==> src/rtl/breadboard_sweeper_pkg.sv <==
// Shared types and golden table for the breadboard sweep engine.
// GOLDEN holds {f2,f3,f4,f7} for index i at [i*4 +: 4].
package breadboard_pkg;

  localparam int NUM_VECTORS = 16;

  localparam logic [3:0] LAST_IDX = 4'(NUM_VECTORS - 1);

  localparam logic [63:0] GOLDEN = 64'hE4C1_E150_E510_3800;

  typedef enum logic [1:0] {
    IDLE,
    DRIVE,
    SAMPLE,
    DONE
  } sweep_state_t;

  function automatic logic [3:0] golden_resp(
    input logic [3:0] idx
  );
    return GOLDEN[{idx, 2'b00} +: 4];
  endfunction

endpackage

==> src/rtl/breadboard_sweeper_if.sv <==
// Stimulus, response and result-stream bundle of the sweeper.
// master = sweeper side, slave = breadboard/host side.
interface breadboard_sweeper_if;

  logic       start;
  logic       w;
  logic       x;
  logic       y;
  logic       z;
  logic       f2;
  logic       f3;
  logic       f4;
  logic       f7;
  logic       busy;
  logic       done;
  logic       vec_valid;
  logic [3:0] vec_idx;
  logic [3:0] vec_resp;
  logic       vec_err;
  logic [4:0] fail_count;
  logic [3:0] first_fail_idx;
  logic       pass;

  modport master (
    input  start,
    input  f2,
    input  f3,
    input  f4,
    input  f7,
    output w,
    output x,
    output y,
    output z,
    output busy,
    output done,
    output vec_valid,
    output vec_idx,
    output vec_resp,
    output vec_err,
    output fail_count,
    output first_fail_idx,
    output pass
  );

  modport slave (
    output start,
    output f2,
    output f3,
    output f4,
    output f7,
    input  w,
    input  x,
    input  y,
    input  z,
    input  busy,
    input  done,
    input  vec_valid,
    input  vec_idx,
    input  vec_resp,
    input  vec_err,
    input  fail_count,
    input  first_fail_idx,
    input  pass
  );

endinterface

==> src/rtl/breadboard_sweeper_timer.sv <==
// Settle down-counter: reloads to SETTLE_CYCLES-1 on DRIVE entry,
// expired when the count reaches zero.
module sweep_settle_timer #(
  parameter int unsigned SETTLE_CYCLES = 1
) (
  input  logic clk,
  input  logic rst_n,
  input  logic load,
  input  logic en,
  output logic expired
);

  localparam int unsigned W =
    (SETTLE_CYCLES > 1) ? $clog2(SETTLE_CYCLES) : 1;

  localparam logic [W-1:0] RELOAD = W'(SETTLE_CYCLES - 1);

  logic [W-1:0] cnt;

  always_ff @(posedge clk or negedge rst_n) begin
    if (!rst_n) begin
      cnt <= '0;
    end else if (load) begin
      cnt <= RELOAD;
    end else if (en && (cnt != '0)) begin
      cnt <= cnt - W'(1);
    end
  end

  assign expired = (cnt == '0);

endmodule

==> src/rtl/breadboard_sweeper.sv <==
// Sweeps {w,x,y,z} 0..15, samples {f2,f3,f4,f7}, streams and scores them.
// Define BREADBOARD_SWEEPER_CHECK_EN to build in the golden comparator.
module breadboard_sweeper
  import breadboard_pkg::*;
#(
  parameter int unsigned SETTLE_CYCLES = 1
) (
  input  logic                  clk,
  input  logic                  rst_n,
  breadboard_sweeper_if.master  bus
);

  if ((SETTLE_CYCLES < 1) || (SETTLE_CYCLES > 255)) begin : g_bad_settle
    $error("SETTLE_CYCLES must be in 1..255");
  end

  sweep_state_t state;
  sweep_state_t next;

  logic [3:0] idx;
  logic [3:0] resp;
  logic       mismatch;
  logic       sample_fire;
  logic       accept;
  logic       timer_load;
  logic       timer_en;
  logic       timer_expired;

  logic       vec_valid_q;
  logic [3:0] vec_idx_q;
  logic [3:0] vec_resp_q;
  logic       vec_err_q;
  logic [4:0] fail_count_q;
  logic [3:0] first_fail_q;
  logic       pass_q;

  sweep_settle_timer #(
    .SETTLE_CYCLES (SETTLE_CYCLES)
  ) u_timer (
    .clk     (clk),
    .rst_n   (rst_n),
    .load    (timer_load),
    .en      (timer_en),
    .expired (timer_expired)
  );

  always_ff @(posedge clk or negedge rst_n) begin
    if (!rst_n) begin
      state <= IDLE;
    end else begin
      state <= next;
    end
  end

  always_comb begin
    next       = state;
    timer_load = 1'b0;
    timer_en   = 1'b0;
    unique case (state)
      IDLE: begin
        if (bus.start) begin
          next = DRIVE;
        end
      end
      DRIVE: begin
        timer_en = 1'b1;
        if (timer_expired) begin
          next = SAMPLE;
        end
      end
      SAMPLE: begin
        next = (idx == LAST_IDX) ? DONE : DRIVE;
      end
      DONE: begin
        next = IDLE;
      end
      default: begin
        next = IDLE;
      end
    endcase
    timer_load = (next == DRIVE) && (state != DRIVE);
  end

  assign sample_fire = (state == SAMPLE);
  assign accept      = (state == IDLE) && bus.start;
  assign resp        = {bus.f2, bus.f3, bus.f4, bus.f7};

`ifdef BREADBOARD_SWEEPER_CHECK_EN
  assign mismatch = (resp != golden_resp(idx));
`else
  assign mismatch = 1'b0;
`endif

  always_ff @(posedge clk or negedge rst_n) begin
    if (!rst_n) begin
      idx          <= '0;
      vec_valid_q  <= 1'b0;
      vec_idx_q    <= '0;
      vec_resp_q   <= '0;
      vec_err_q    <= 1'b0;
      fail_count_q <= '0;
      first_fail_q <= '0;
      pass_q       <= 1'b0;
    end else begin
      vec_valid_q <= sample_fire;
      vec_err_q   <= sample_fire && mismatch;
      if (sample_fire) begin
        vec_idx_q  <= idx;
        vec_resp_q <= resp;
        idx        <= (idx == LAST_IDX) ? 4'd0 : idx + 4'd1;
        if (mismatch) begin
          if (fail_count_q != 5'(NUM_VECTORS)) begin
            fail_count_q <= fail_count_q + 5'd1;
          end
          if (fail_count_q == '0) begin
            first_fail_q <= idx;
          end
        end
        // Verdict lands with DONE so it is stable alongside the pulse.
        if (idx == LAST_IDX) begin
          pass_q <= (fail_count_q == '0) && !mismatch;
        end
      end else if (accept) begin
        idx          <= '0;
        fail_count_q <= '0;
        first_fail_q <= '0;
        pass_q       <= 1'b0;
      end
    end
  end

  assign {bus.w, bus.x, bus.y, bus.z} = idx;

  assign bus.busy           = (state == DRIVE) || (state == SAMPLE);
  assign bus.done           = (state == DONE);
  assign bus.vec_valid      = vec_valid_q;
  assign bus.vec_idx        = vec_idx_q;
  assign bus.vec_resp       = vec_resp_q;
  assign bus.vec_err        = vec_err_q;
  assign bus.fail_count     = fail_count_q;
  assign bus.first_fail_idx = first_fail_q;
  assign bus.pass           = pass_q;

endmodule

==> src/flat_wrapper.sv <==
// flat-port wrapper written by rule: the top's interface ports become plain ports
module breadboard_sweeper_flat import breadboard_pkg::*;
#(
  parameter int unsigned SETTLE_CYCLES = 1
)
  (clk, rst_n, bus_start, bus_f2, bus_f3, bus_f4, bus_f7, bus_w, bus_x, bus_y, bus_z, bus_busy, bus_done, bus_vec_valid, bus_vec_idx, bus_vec_resp, bus_vec_err, bus_fail_count, bus_first_fail_idx, bus_pass);
  breadboard_sweeper_if bus_i ();
  input  logic clk;
  input  logic rst_n;
  input wire logic [$bits(bus_i.start)-1:0] bus_start;
  input wire logic [$bits(bus_i.f2)-1:0] bus_f2;
  input wire logic [$bits(bus_i.f3)-1:0] bus_f3;
  input wire logic [$bits(bus_i.f4)-1:0] bus_f4;
  input wire logic [$bits(bus_i.f7)-1:0] bus_f7;
  output wire logic [$bits(bus_i.w)-1:0] bus_w;
  output wire logic [$bits(bus_i.x)-1:0] bus_x;
  output wire logic [$bits(bus_i.y)-1:0] bus_y;
  output wire logic [$bits(bus_i.z)-1:0] bus_z;
  output wire logic [$bits(bus_i.busy)-1:0] bus_busy;
  output wire logic [$bits(bus_i.done)-1:0] bus_done;
  output wire logic [$bits(bus_i.vec_valid)-1:0] bus_vec_valid;
  output wire logic [$bits(bus_i.vec_idx)-1:0] bus_vec_idx;
  output wire logic [$bits(bus_i.vec_resp)-1:0] bus_vec_resp;
  output wire logic [$bits(bus_i.vec_err)-1:0] bus_vec_err;
  output wire logic [$bits(bus_i.fail_count)-1:0] bus_fail_count;
  output wire logic [$bits(bus_i.first_fail_idx)-1:0] bus_first_fail_idx;
  output wire logic [$bits(bus_i.pass)-1:0] bus_pass;
  assign bus_i.start = bus_start;
  assign bus_i.f2 = bus_f2;
  assign bus_i.f3 = bus_f3;
  assign bus_i.f4 = bus_f4;
  assign bus_i.f7 = bus_f7;
  assign bus_w = bus_i.w;
  assign bus_x = bus_i.x;
  assign bus_y = bus_i.y;
  assign bus_z = bus_i.z;
  assign bus_busy = bus_i.busy;
  assign bus_done = bus_i.done;
  assign bus_vec_valid = bus_i.vec_valid;
  assign bus_vec_idx = bus_i.vec_idx;
  assign bus_vec_resp = bus_i.vec_resp;
  assign bus_vec_err = bus_i.vec_err;
  assign bus_fail_count = bus_i.fail_count;
  assign bus_first_fail_idx = bus_i.first_fail_idx;
  assign bus_pass = bus_i.pass;
  breadboard_sweeper #(.SETTLE_CYCLES(SETTLE_CYCLES)) u_core (.clk(clk), .rst_n(rst_n), .bus(bus_i));
endmodule
==> config.mk <==
export PLATFORM = sky130hd
export DESIGN_NAME = breadboard_sweeper_flat
export DESIGN_NICKNAME = d
export VERILOG_FILES = /design/src/rtl/breadboard_sweeper_pkg.sv /design/src/rtl/breadboard_sweeper_if.sv /design/src/rtl/breadboard_sweeper_timer.sv /design/src/rtl/breadboard_sweeper.sv /design/src/flat_wrapper.sv
export SDC_FILE = /design/constraint.sdc
export NUM_CORES = 1
export LEC_CHECK = 0
export CAP_MARGIN = 20
export CORE_MARGIN = 1
export CORE_UTILIZATION = 45
export DETAILED_ROUTE_END_ITERATION = 8
export GPL_TIMING_DRIVEN = 0
export HOLD_SLACK_MARGIN = 0.1
export PLACE_DENSITY = 0.9
export SYNTH_ARGS = -nofsm -noshare
export SYNTH_HDL_FRONTEND = slang
export SYNTH_SLANG_ARGS = --single-unit
==> constraint.sdc <==
create_clock -name clk -period 4.4 [get_ports clk]
set_input_delay 0.88 -clock clk [delete_from_list [all_inputs] [get_ports clk]]
set_output_delay 0.88 -clock clk [all_outputs]
set_load 0.005 [all_outputs]
Word level (Yosys, flattened, before mapping)
Index checks and enable logic that the tools add are counted.
{"block": "totals", "word_cells": 37, "output_inout_bits": 26, "register_bits": 17, "in_bits": 7}
{"block": "classes", "addsub": 2, "n_eq_ne": 7, "mux": 13, "reduce_logical": 8}
{"op": "4-bit 2-to-1 mux", "n": 3}
{"op": "2-bit case mux with 4 select lines", "n": 1}
{"op": "1-bit 2-to-1 mux", "n": 6}
{"op": "2-bit 2-to-1 mux", "n": 3}
{"op": "4-bit by 1-bit adder with 4-bit output, second input constant", "n": 1}
{"op": "2-bit by 1-bit equality test with 1-bit output, second input constant", "n": 2}
{"op": "2-bit equality test, second input constant", "n": 2}
{"op": "4-bit equality test, second input constant", "n": 1}
{"op": "2-bit nonzero test", "n": 2}
{"op": "1-bit logical AND", "n": 3}
{"op": "2-bit logical NOT", "n": 1}
{"op": "2-bit by 1-bit inequality test with 1-bit output, second input constant", "n": 1}
{"op": "2-bit inequality test, second input constant", "n": 1}
{"op": "2-bit AND reduction", "n": 1}
{"op": "1-bit logical OR", "n": 1}
{"op": "1-bit subtractor, second input constant", "n": 1}

Longest topological paths before layout
Gate-level depths: netlist of run 1.
{"block": "logic_depth", "ltp_word": 6, "depth_mapped": 6, "ltp_nobuf": 5}

Cells and area by module
A second synthesis of run 1 with hierarchy kept.
{"block": "unflattened", "hier_cells": 74, "hier_area_um2": 874.6}
{"mod": "breadboard_sweeper", "seq_area_each_um2": 400.4, "cells_per_inst": 71, "instances": 1, "area_each_um2": 833.3}
{"mod": "sweep_settle_timer", "seq_area_each_um2": 25.0, "cells_per_inst": 3, "instances": 1, "area_each_um2": 41.3}

Worst setup path after synthesis of run 1
No wires, ideal clock.
{"block": "synth_timing", "kind": "register to output", "startpoint": "register u_core.state[0]", "endpoint": "output bus_busy", "path_buffers": 0, "setup_slack_ns": 2.771, "required_ns": 3.520, "arrival_ns": 0.749, "path_stages_with_launch": 3, "cell_sequence": "dfrtp_1 inv_1 ha_1"}
{"block": "synth_between", "elab_chain_cells": 2, "word_cells_on_any_way": 3, "classes_between": "eq/ne (2); reduce/logical (1)"}
{"item": "start, declared", "line": "breadboard_sweeper.sv:17", "rtl": "sweep_state_t state;"}
{"item": "start signal, assigned", "line": "breadboard_sweeper.sv:51", "rtl": "state <= next;"}
{"item": "2-bit by 1-bit equality test with 1-bit output or 2-bit equality test (tied branches)", "line": "breadboard_sweeper.sv:134", "rtl": "assign bus.busy = (state == DRIVE) || (state == SAMPLE);"}
{"item": "1-bit logical OR (*)", "line": "breadboard_sweeper.sv:134"}
{"item": "end, declared", "line": "flat_wrapper.sv:19", "rtl": "output wire logic [$bits(bus_i.busy)-1:0] bus_busy;"}
Mark *: on every way between the ends. The rest lies on a longest branch, timed or not.

Worst setup path in the final report of run 1
Ends and elaborated chain as after synthesis.

==> flow_metrics.py, run 1 <==
metrics = {
    "setup_path": {
        "end_kind": "primary output",
        "cp_slowest_cell": "clkdlybuf4s50_1",
        "rr_worst_depth": 6,
        "critPathMaxFanout": 4,
        "worstSetupStartpointType": "register",
        "crit_buf_inv": 2,
        "critical_path_class": "register to primary output",
        "worstPathRequired_ns": 3.52,
        "critical_path.top_delay_family": "buffers and inverters",
        "cp.arrival_ns": 1.60,
        "crit_chain": "inv_1, ha_1, clkdlybuf4s50_1",
        "worst_path_largest_cell_delay_ns": 0.49,
        "cp.depth": 3,
    },
    "sta": {
        "relSlewSlack_pct": 50.1,
        "tns_ns": 0,
        "final-hold-violation-count": 0,
        "fin_crit_ns": 2.48,
        "worst_slack_ns": 1.92,
        "tightest_slew_ns": 0.747,
        "period_share_pct": 56.3,
        "setup_viol": 0,
        "rsz0062_at_grt": "false",
        "fmax_mhz": 403,
        "drv_slew": 0,
        "finalClockSkew_ns": 0.00225,
    },
    "grt": {
        "grt_max_degree": 18,
        "grt_pass1_vias": 610,
        "grt_pass1_wl_mm": 2.48,
        "antenna_found_initial": 0,
        "grtUsageTotal_pct": 16.6,
        "overflow": 0,
    },
    "cells_and_area": {
        "final_cell_mix": "clkdlybuf4s50_1, dfrtp_1, buf_4, conb_1, nand2_1",
        "syn_to_final_growth_pct": 36.1,
        "diodes": 0,
        "drive_gt1_share_pct": 19.1,
        "mostFrequentLayoutCell": "clkdlybuf4s50_1",
        "stdcell_count": 140,
        "nets": 129,
    },
    "clocking": {
        "numCtsBuffers": 3,
        "clkSinkCount": 17,
        "clkTransAtPathRegs_ns": 0.09,
        "cts_resized": 0,
        "cts_tree": "done",
        "cts_setup_buffers": 0,
        "holdBufCountCts": 0,
        "htreeDepth": 1,
        "clk_latency_ns": 0.28,
        "cts.path.max_buffers": 2,
        "ctsRootBufferMaster": "clkbuf_4",
    },
    "power_and_ir_drop": {
        "p_switching_uw": 190,
        "p_per_area_mw_per_mm2": 507,
        "leakage_uw": 0.000567,
        "comb_power_share_pct": 45.8,
        "p_total_uw": 596,
        "seqPwrFrac_pct": 40.6,
        "power.share.clock_pct": 13.6,
        "intPower_uw": 406,
        "swShare_pct": 31.9,
        "ir_drop_uv": 347,
    },
    "logic_synthesis": {
        "syn_inst": 80,
        "avgSynthCellArea_um2": 10.8,
        "ys_seq_elements": 17,
        "syn_area_um2": 863,
        "synth_warnings": 0,
        "synth_cell_types": 23,
        "synth_seq_area_share_pct": 49.3,
    },
    "floorplanning": {
        "rows": 15,
        "coreArea_mm2": 0.00176,
        "io_pins": 33,
        "die_w_um": 45.8,
        "start_util_pct": 48.9,
        "fp.dieH_um": 45.8,
        "dieArea_mm2": 0.00210,
    },
    "placement": {
        "dp_slack_ns": 2.25,
        "dp_cells": 136,
        "place_congestion": 0.763,
        "portBuffers": 22,
        "place_hpwl_mm": 1.17,
    },
    "detailed_routing": {
        "via_count": 664,
        "drt-wirelength-per-cell_um": 11.0,
        "drt-initial-drc-count": 9,
        "wl_mm": 1.54,
        "antenna_left": 0,
        "dr.pass1.iters": 4,
        "drc": 0,
        "via_per_inst": 4.74,
    },
    "hold_path": {
        "holdCritPathClass": "register to register",
        "hold-path-cell-count": 1,
    },
    "outcome": {
        "outcome": "completed",
    },
    "flow_run": {
        "cap_viol_max_count": 0,
    },
}
through the flow:
step	utilization (%)	hold slack [ns]	cell area, um^2
global route	66.6	0.527	1170
floorplan	-	0.490	897
global placement	65.1	0.489	1150
finish	66.6	0.510	1170
CTS	66.6	0.518	1170
detailed placement	65.1	0.497	1150
worst register-to-register path, delay by kind of cell (launching register included):
family,cells,cell delay [ns]
flip-flops,1,0.44
AND/OR/NAND/NOR,2,0.40
buffers and inverters,2,0.28
AO/OA/AOI/OAI,1,0.26
adder cells (fa/ha/maj),1,0.20
cell families after synthesis:
family	after synthesis	synth area share [%]
mux	6	7.83
simple gates	15	8.26
fa+ha+maj	6	8.70
other cells	1	0.434
buf+inv	19	13.6
flops	17	49.3
compound gates	16	11.9
flip-flops by register name (all words and copies together), names as in the netlist:
signal / count
u_core.bus.pass: 1
u_core.bus.vec_idx: 4
u_core.bus.vec_resp: 4
u_core.bus.vec_valid: 1
u_core.idx: 4
u_core.state: 2
u_core.u_timer.cnt: 1
cells in the mapped netlist:
cell / number / area [um^2]
dfrtp_1: 17 / 425
o21ai_0: 5 / 25.0
nand2_2: 1 / 6.26
nand2b_1: 1 / 6.26
nor2b_1: 2 / 12.5
nor3_1: 1 / 5.00
or3_1: 1 / 6.26
ha_1: 6 / 75.1
nand2_1: 8 / 30.0
a21o_1: 1 / 7.51
a31oi_1: 1 / 6.26
inv_1: 7 / 26.3
mux2_2: 6 / 67.6
a211o_1: 1 / 8.76
a21oi_1: 4 / 20.0
a32oi_1: 1 / 8.76
conb_1: 1 / 3.75
a311oi_1: 2 / 17.5
buf_2: 1 / 5.00
a22o_1: 1 / 8.76
buf_6: 1 / 11.3
nand3_1: 1 / 5.00
buf_4: 10 / 75.1
power groups by stage:
stage | combinational (uW) | clock (uW) | sequential [uW]
6_report | 273 | 80.9 | 242
5_1_grt | 299 | 90.5 | 248
4_1_cts | 275 | 81.5 | 242
3_5_place_dp | 273 | 0 | 245
3_3_place_gp | 265 | 0 | 242
2_1_floorplan | 139 | 0 | 243
path summary, 6_finish.rpt:
kind / slack, ns / start / to
setup / recovery: 1.92 / u_core.state[0]$_DFF_PN0_ / bus_busy
max in group asynchronous: 2.90 / rst_n / u_core.bus.vec_idx[1]$_DFFE_PN0P_
hold reg to reg: 0.51 / u_core.bus.vec_idx[1]$_DFFE_PN0P_ / u_core.bus.vec_idx[1]$_DFFE_PN0P_
setup reg to reg: 2.74 / u_core.state[0]$_DFF_PN0_ / u_core.u_timer.cnt$_DFFE_PN0P_
min in group asynchronous: 1.03 / rst_n / u_core.bus.vec_resp[3]$_DFFE_PN0P_
hold / removal: 0.51 / u_core.bus.vec_idx[1]$_DFFE_PN0P_ / u_core.bus.vec_idx[1]$_DFFE_PN0P_
final cells by class:
type,count,area [um^2]
fillers,143,589
flip-flops and latches,17,425
multi-input cells,53,354
repair buffers,22,220
plain buffers,12,91.3
well taps,25,31.3
clock buffers,4,26.3
inverters,7,26.3
metal layers:
layer / vias to the layer above / wire length, um / global-route usage (%)
li1: 324 / - / -
met4: 0 / 5 / 3.53
met1: 305 / 710 / 21.5
met2: 33 / 725 / 28.6
met5: - / 0 / 0
met3: 2 / 94 / 3.57
No activity file was read; power rests on OpenSTA's default activity.
==> run 2, diff against run 1 <==
- CORE_UTILIZATION: 45 -> 38
- PLACE_DENSITY: 0.9 -> 0.82
- clock period: 4.4 -> 2.2 ns (I/O delays scaled with it)
==> run 2 against run 1 <==
- non-clock buffer count did not move
- register-to-register slack got worse by 2.2 ns
- sequential share of layout area fell by 0.077 points
==> flow_metrics.py, run 2 (synthesis results as in run 1) <==
metrics = {
    "grt": {
        "overflow": 0,
        "antenna_found_initial": 0,
        "grt_max_degree": 18,
        "grtUsageTotal_pct": 13.9,
        "grt_pass1_vias": 592,
        "grt_pass1_wl_mm": 2.67,
    },
    "detailed_routing": {
        "dr.pass1.iters": 4,
        "via_per_inst": 4.73,
        "drc": 0,
        "drt-wirelength-per-cell_um": 10.6,
        "antenna_left": 0,
        "drt-initial-drc-count": 17,
        "via_count": 671,
        "wl_mm": 1.51,
    },
    "setup_path": {
        "critical_path_class": "register to primary output",
        "critPathMaxFanout": 4,
        "crit_chain": "inv_1, ha_1, clkdlybuf4s50_1",
        "r2r-start": "u_core.state[0]$_DFF_PN0_",
        "worst_path_largest_cell_delay_ns": 0.49,
        "worstPathRequired_ns": 1.76,
        "cp_slowest_cell": "clkdlybuf4s50_1",
        "rr_worst_depth": 6,
        "cp.arrival_ns": 1.60,
        "end_kind": "primary output",
        "worstSetupStartpointType": "register",
        "critical_path.top_delay_family": "buffers and inverters",
        "reg2reg_to": "u_core.u_timer.cnt$_DFFE_PN0P_",
        "reg2reg_slack_ns": 0.53,
        "crit_buf_inv": 2,
    },
    "placement": {
        "place_hpwl_mm": 1.18,
        "place_congestion": 0.763,
        "post_dp_cell_area_mm2": 0.00115,
        "portBuffers": 22,
        "dp_cells": 138,
        "dp_slack_ns": 0.473,
    },
    "floorplanning": {
        "rows": 16,
        "fp.dieH_um": 49.7,
        "die_w_um": 49.7,
        "start_util_pct": 42.3,
        "dieArea_mm2": 0.00247,
        "io_pins": 33,
        "coreArea_mm2": 0.00204,
    },
    "sta": {
        "finalClockSkew_ns": 0.00332,
        "rsz0062_at_grt": "false",
        "period_share_pct": 92.9,
        "tightest_slew_ns": 0.738,
        "tns_ns": 0,
        "final-hold-violation-count": 0,
        "fmax_mhz": 489,
        "worst_slack_ns": 0.157,
        "drv_slew": 0,
        "relSlewSlack_pct": 50.7,
        "fin_crit_ns": 2.04,
        "setup_viol": 0,
    },
    "hold_path": {
        "min-delay-start": "u_core.bus.vec_idx[1]$_DFFE_PN0P_",
        "holdCritPathClass": "register to register",
        "hold-path-cell-count": 1,
        "holdPathEnd": "u_core.bus.vec_idx[1]$_DFFE_PN0P_",
    },
    "clocking": {
        "clk_latency_ns": 0.29,
        "cts_tree": "done",
        "cts_setup_buffers": 0,
        "cts_resized": 0,
        "ctsRootBufferMaster": "clkbuf_4",
        "holdBufCountCts": 0,
        "cts.path.max_buffers": 2,
        "clkSinkCount": 17,
        "numCtsBuffers": 3,
        "clkTransAtPathRegs_ns": 0.09,
        "htreeDepth": 1,
    },
    "power_and_ir_drop": {
        "p_per_area_mw_per_mm2": 1010,
        "ir_drop_uv": 702,
        "leakage_uw": 0.000567,
    },
    "outcome": {
        "outcome": "completed",
    },
    "flow_run": {
        "cap_viol_max_count": 0,
    },
    "cells_and_area": {
        "utilization_pct": 57.7,
        "drive_gt1_share_pct": 19.1,
        "stdcell_count": 142,
        "final_cell_mix": "clkdlybuf4s50_1, dfrtp_1, buf_4, conb_1, nand2_1",
        "syn_to_final_growth_pct": 36.4,
        "final_cell_area_mm2": 0.00118,
        "nets": 129,
        "mostFrequentLayoutCell": "clkdlybuf4s50_1",
        "diodes": 0,
    },
}
-- run 2: cell counts in the layout (fill, tap and decap cells not counted) --
Identical to the previous run, type by type.
-- run 2: cell type report --
| class | instances | area [um^2] |
|---|---|---|
| Buffer | 12 | 91.3 |
| Inverter | 7 | 26.3 |
| Multi-Input combinational cell | 53 | 354 |
| Timing Repair Buffer | 22 | 220 |
| Tap cell | 27 | 33.8 |
| Sequential cell | 17 | 425 |
| Clock buffer | 4 | 26.3 |
| Fill cell | 200 | 865 |
-- run 2: worst max path at each step --
stage	start	endpoint	slack (ns)	cells after the start
after floorplan	u_core.state[0]$_DFF_PN0_	u_core.u_timer.cnt$_DFFE_PN0P_	0.69	6
after global placement	u_core.state[0]$_DFF_PN0_	bus_busy	0.51	3
after detailed placement	u_core.state[0]$_DFF_PN0_	bus_busy	0.47	3
after CTS	u_core.state[0]$_DFF_PN0_	bus_busy	0.15	3
after global routing	u_core.state[0]$_DFF_PN0_	bus_busy	0.07	3
final	u_core.state[0]$_DFF_PN0_	bus_busy	0.16	3
-- run 2: where the power goes --
part	internal (uW)	switching, uW	total, uW
logic	332	217	548
registers	409	73.5	483
clock network	70.5	92.3	163
-- run 2: routing by layer --
layer  global-route usage, %  up-vias  routed length (um)
li1                        -      323                   -
met1                    18.3      318                 664
met2                    21.8       28                 730
met3                    3.09        2                 100
met4                    5.71        0                  14
met5                       0        -                   0
-- run 2: per-stage QoR --
step / power [uW] / hold WS [ns]
after global routing: 1280 / 0.541
after CTS: 1210 / 0.524
after detailed placement: 1040 / 0.502
after floorplan: 763 / 0.144
final: 1190 / 0.515
after global placement: 1020 / 0.490
==> run 3, diff against run 2 <==
- RECOVER_POWER: unset -> 100
==> run 3 against run 2 <==
- clock power hardly changed
- combinational power decreased by 8.6%
- maximum frequency about the same
- final area shrank 0.96%
- largest power group unchanged
==> flow_metrics.py, run 3 (synthesis results as in run 1) <==
metrics = {
    "sta": {
        "relSlewSlack_pct": 49.8,
        "whs_ns": 0.509,
        "period_share_pct": 92.9,
        "tightest_slew_ns": 0.750,
        "tns_ns": 0,
        "final-hold-violation-count": 0,
        "drv_slew": 0,
        "fmax_mhz": 489,
        "setup_viol": 0,
        "rsz0062_at_grt": "false",
        "fin_crit_ns": 2.04,
        "finalClockSkew_ns": 0.00314,
    },
    "cells_and_area": {
        "syn_to_final_growth_pct": 35.1,
        "drive_gt1_share_pct": 16.5,
        "fillers": 202,
        "mostFrequentLayoutCell": "dfrtp_1",
        "diodes": 0,
        "final_cell_mix": "dfrtp_1, dlygate4sd3_1, buf_4, conb_1, nand2_1",
        "nets": 129,
    },
    "floorplanning": {
        "start_util_pct": 42.3,
        "fp.dieH_um": 49.7,
        "rows": 16,
        "dieArea_mm2": 0.00247,
        "io_pins": 33,
        "coreArea_mm2": 0.00204,
        "die_w_um": 49.7,
    },
    "clocking": {
        "numCtsBuffers": 3,
        "htreeDepth": 1,
        "cts.path.max_buffers": 2,
        "cts_resized": 0,
        "clkSinkCount": 17,
        "cts_tree": "done",
        "cts_setup_buffers": 0,
        "clk_latency_ns": 0.28,
        "ctsRootBufferMaster": "clkbuf_4",
        "clkTransAtPathRegs_ns": 0.09,
        "holdBufCountCts": 0,
    },
    "power_and_ir_drop": {
        "p_per_area_mw_per_mm2": 980,
        "ir_drop_uv": 677,
        "leakage_uw": 0.000592,
        "p_total_uw": 1140,
    },
    "detailed_routing": {
        "via_per_inst": 4.75,
        "drt-wirelength-per-cell_um": 10.5,
        "via_count": 675,
        "drt-initial-drc-count": 20,
        "dr.pass1.iters": 4,
        "drc": 0,
        "antenna_left": 0,
        "wl_mm": 1.49,
    },
    "setup_path": {
        "critPathMaxFanout": 4,
        "worstSetupStartpointType": "register",
        "cp.depth": 3,
        "crit_chain": "inv_1, ha_1, clkdlybuf4s50_1",
        "crit_buf_inv": 2,
        "critical_path.top_delay_family": "buffers and inverters",
        "end_kind": "primary output",
        "rr_worst_depth": 5,
        "cp_slowest_cell": "clkdlybuf4s50_1",
        "worst_path_largest_cell_delay_ns": 0.49,
        "cp.arrival_ns": 1.60,
        "critical_path_class": "register to primary output",
        "worstPathRequired_ns": 1.76,
    },
    "hold_path": {
        "hold-path-cell-count": 1,
        "holdCritPathClass": "register to register",
    },
    "grt": {
        "antenna_found_initial": 0,
        "grtUsageTotal_pct": 13.9,
        "grt_pass1_wl_mm": 2.67,
        "overflow": 0,
        "grt_max_degree": 18,
        "grt_pass1_vias": 592,
    },
    "placement": {
        "place_congestion": 0.763,
        "place_hpwl_mm": 1.18,
        "portBuffers": 22,
    },
    "outcome": {
        "outcome": "completed",
    },
    "flow_run": {
        "cap_viol_max_count": 0,
    },
}
run 3: layer usage:
metal,wire length (um),global-route usage [%],vias up
met3,125,3.09,2
met5,0,0,-
met4,14,5.71,0
li1,-,-,321
met2,713,21.8,37
met1,640,18.3,315
run 3: layout make-up:
| cell class | count | area, um^2 | share of cell area (%) |
|---|---|---|---|
| plain buffers | 12 | 82.6 | 7.08 |
| flip-flops and latches | 17 | 425 | 36.5 |
| multi-input cells | 53 | 352 | 30.2 |
| repair buffers | 22 | 220 | 18.9 |
| clock buffers | 4 | 26.3 | 2.25 |
| well taps | 27 | 33.8 | 2.90 |
| inverters | 7 | 26.3 | 2.25 |
run 3: metrics by stage:
step,std cells,area [um^2],utilization [%],setup slack [ns]
floorplan,89,897,-,0.688
global placement,138,1150,56.4,0.507
detailed placement,138,1150,56.4,0.473
CTS,142,1180,57.7,0.146
global route,142,1170,57.1,0.0639
finish,142,1170,57.1,0.157
run 3: final timing paths:
check                                                  startpoint                           endpoint  slack [ns]
min in group asynchronous                                   rst_n  u_core.bus.vec_idx[3]$_DFFE_PN0P_        0.65
worst min register to register  u_core.bus.vec_idx[1]$_DFFE_PN0P_  u_core.bus.vec_idx[1]$_DFFE_PN0P_        0.51
worst max-delay path                    u_core.state[0]$_DFF_PN0_                           bus_busy        0.16
worst min-delay path            u_core.bus.vec_idx[1]$_DFFE_PN0P_  u_core.bus.vec_idx[1]$_DFFE_PN0P_        0.51
max in group asynchronous                                   rst_n          u_core.idx[3]$_DFFE_PN0P_        1.07
worst max register to register          u_core.state[0]$_DFF_PN0_  u_core.bus.vec_idx[0]$_DFFE_PN0P_        0.19
run 3: worst reg2reg max path: cells and delay by family (launching register included):
kind / cells / cell delay (ns)
adder cells (fa/ha/maj): 1 / 0.18
buffers and inverters: 3 / 0.91
flip-flops: 1 / 0.43
multiplexers: 1 / 0.39
run 3: power breakdown:
group	switching, uW	total [uW]	internal [uW]
clock network	92.1	163	70.5
logic	213	501	288
registers	69.6	479	409
total	375	1140	767
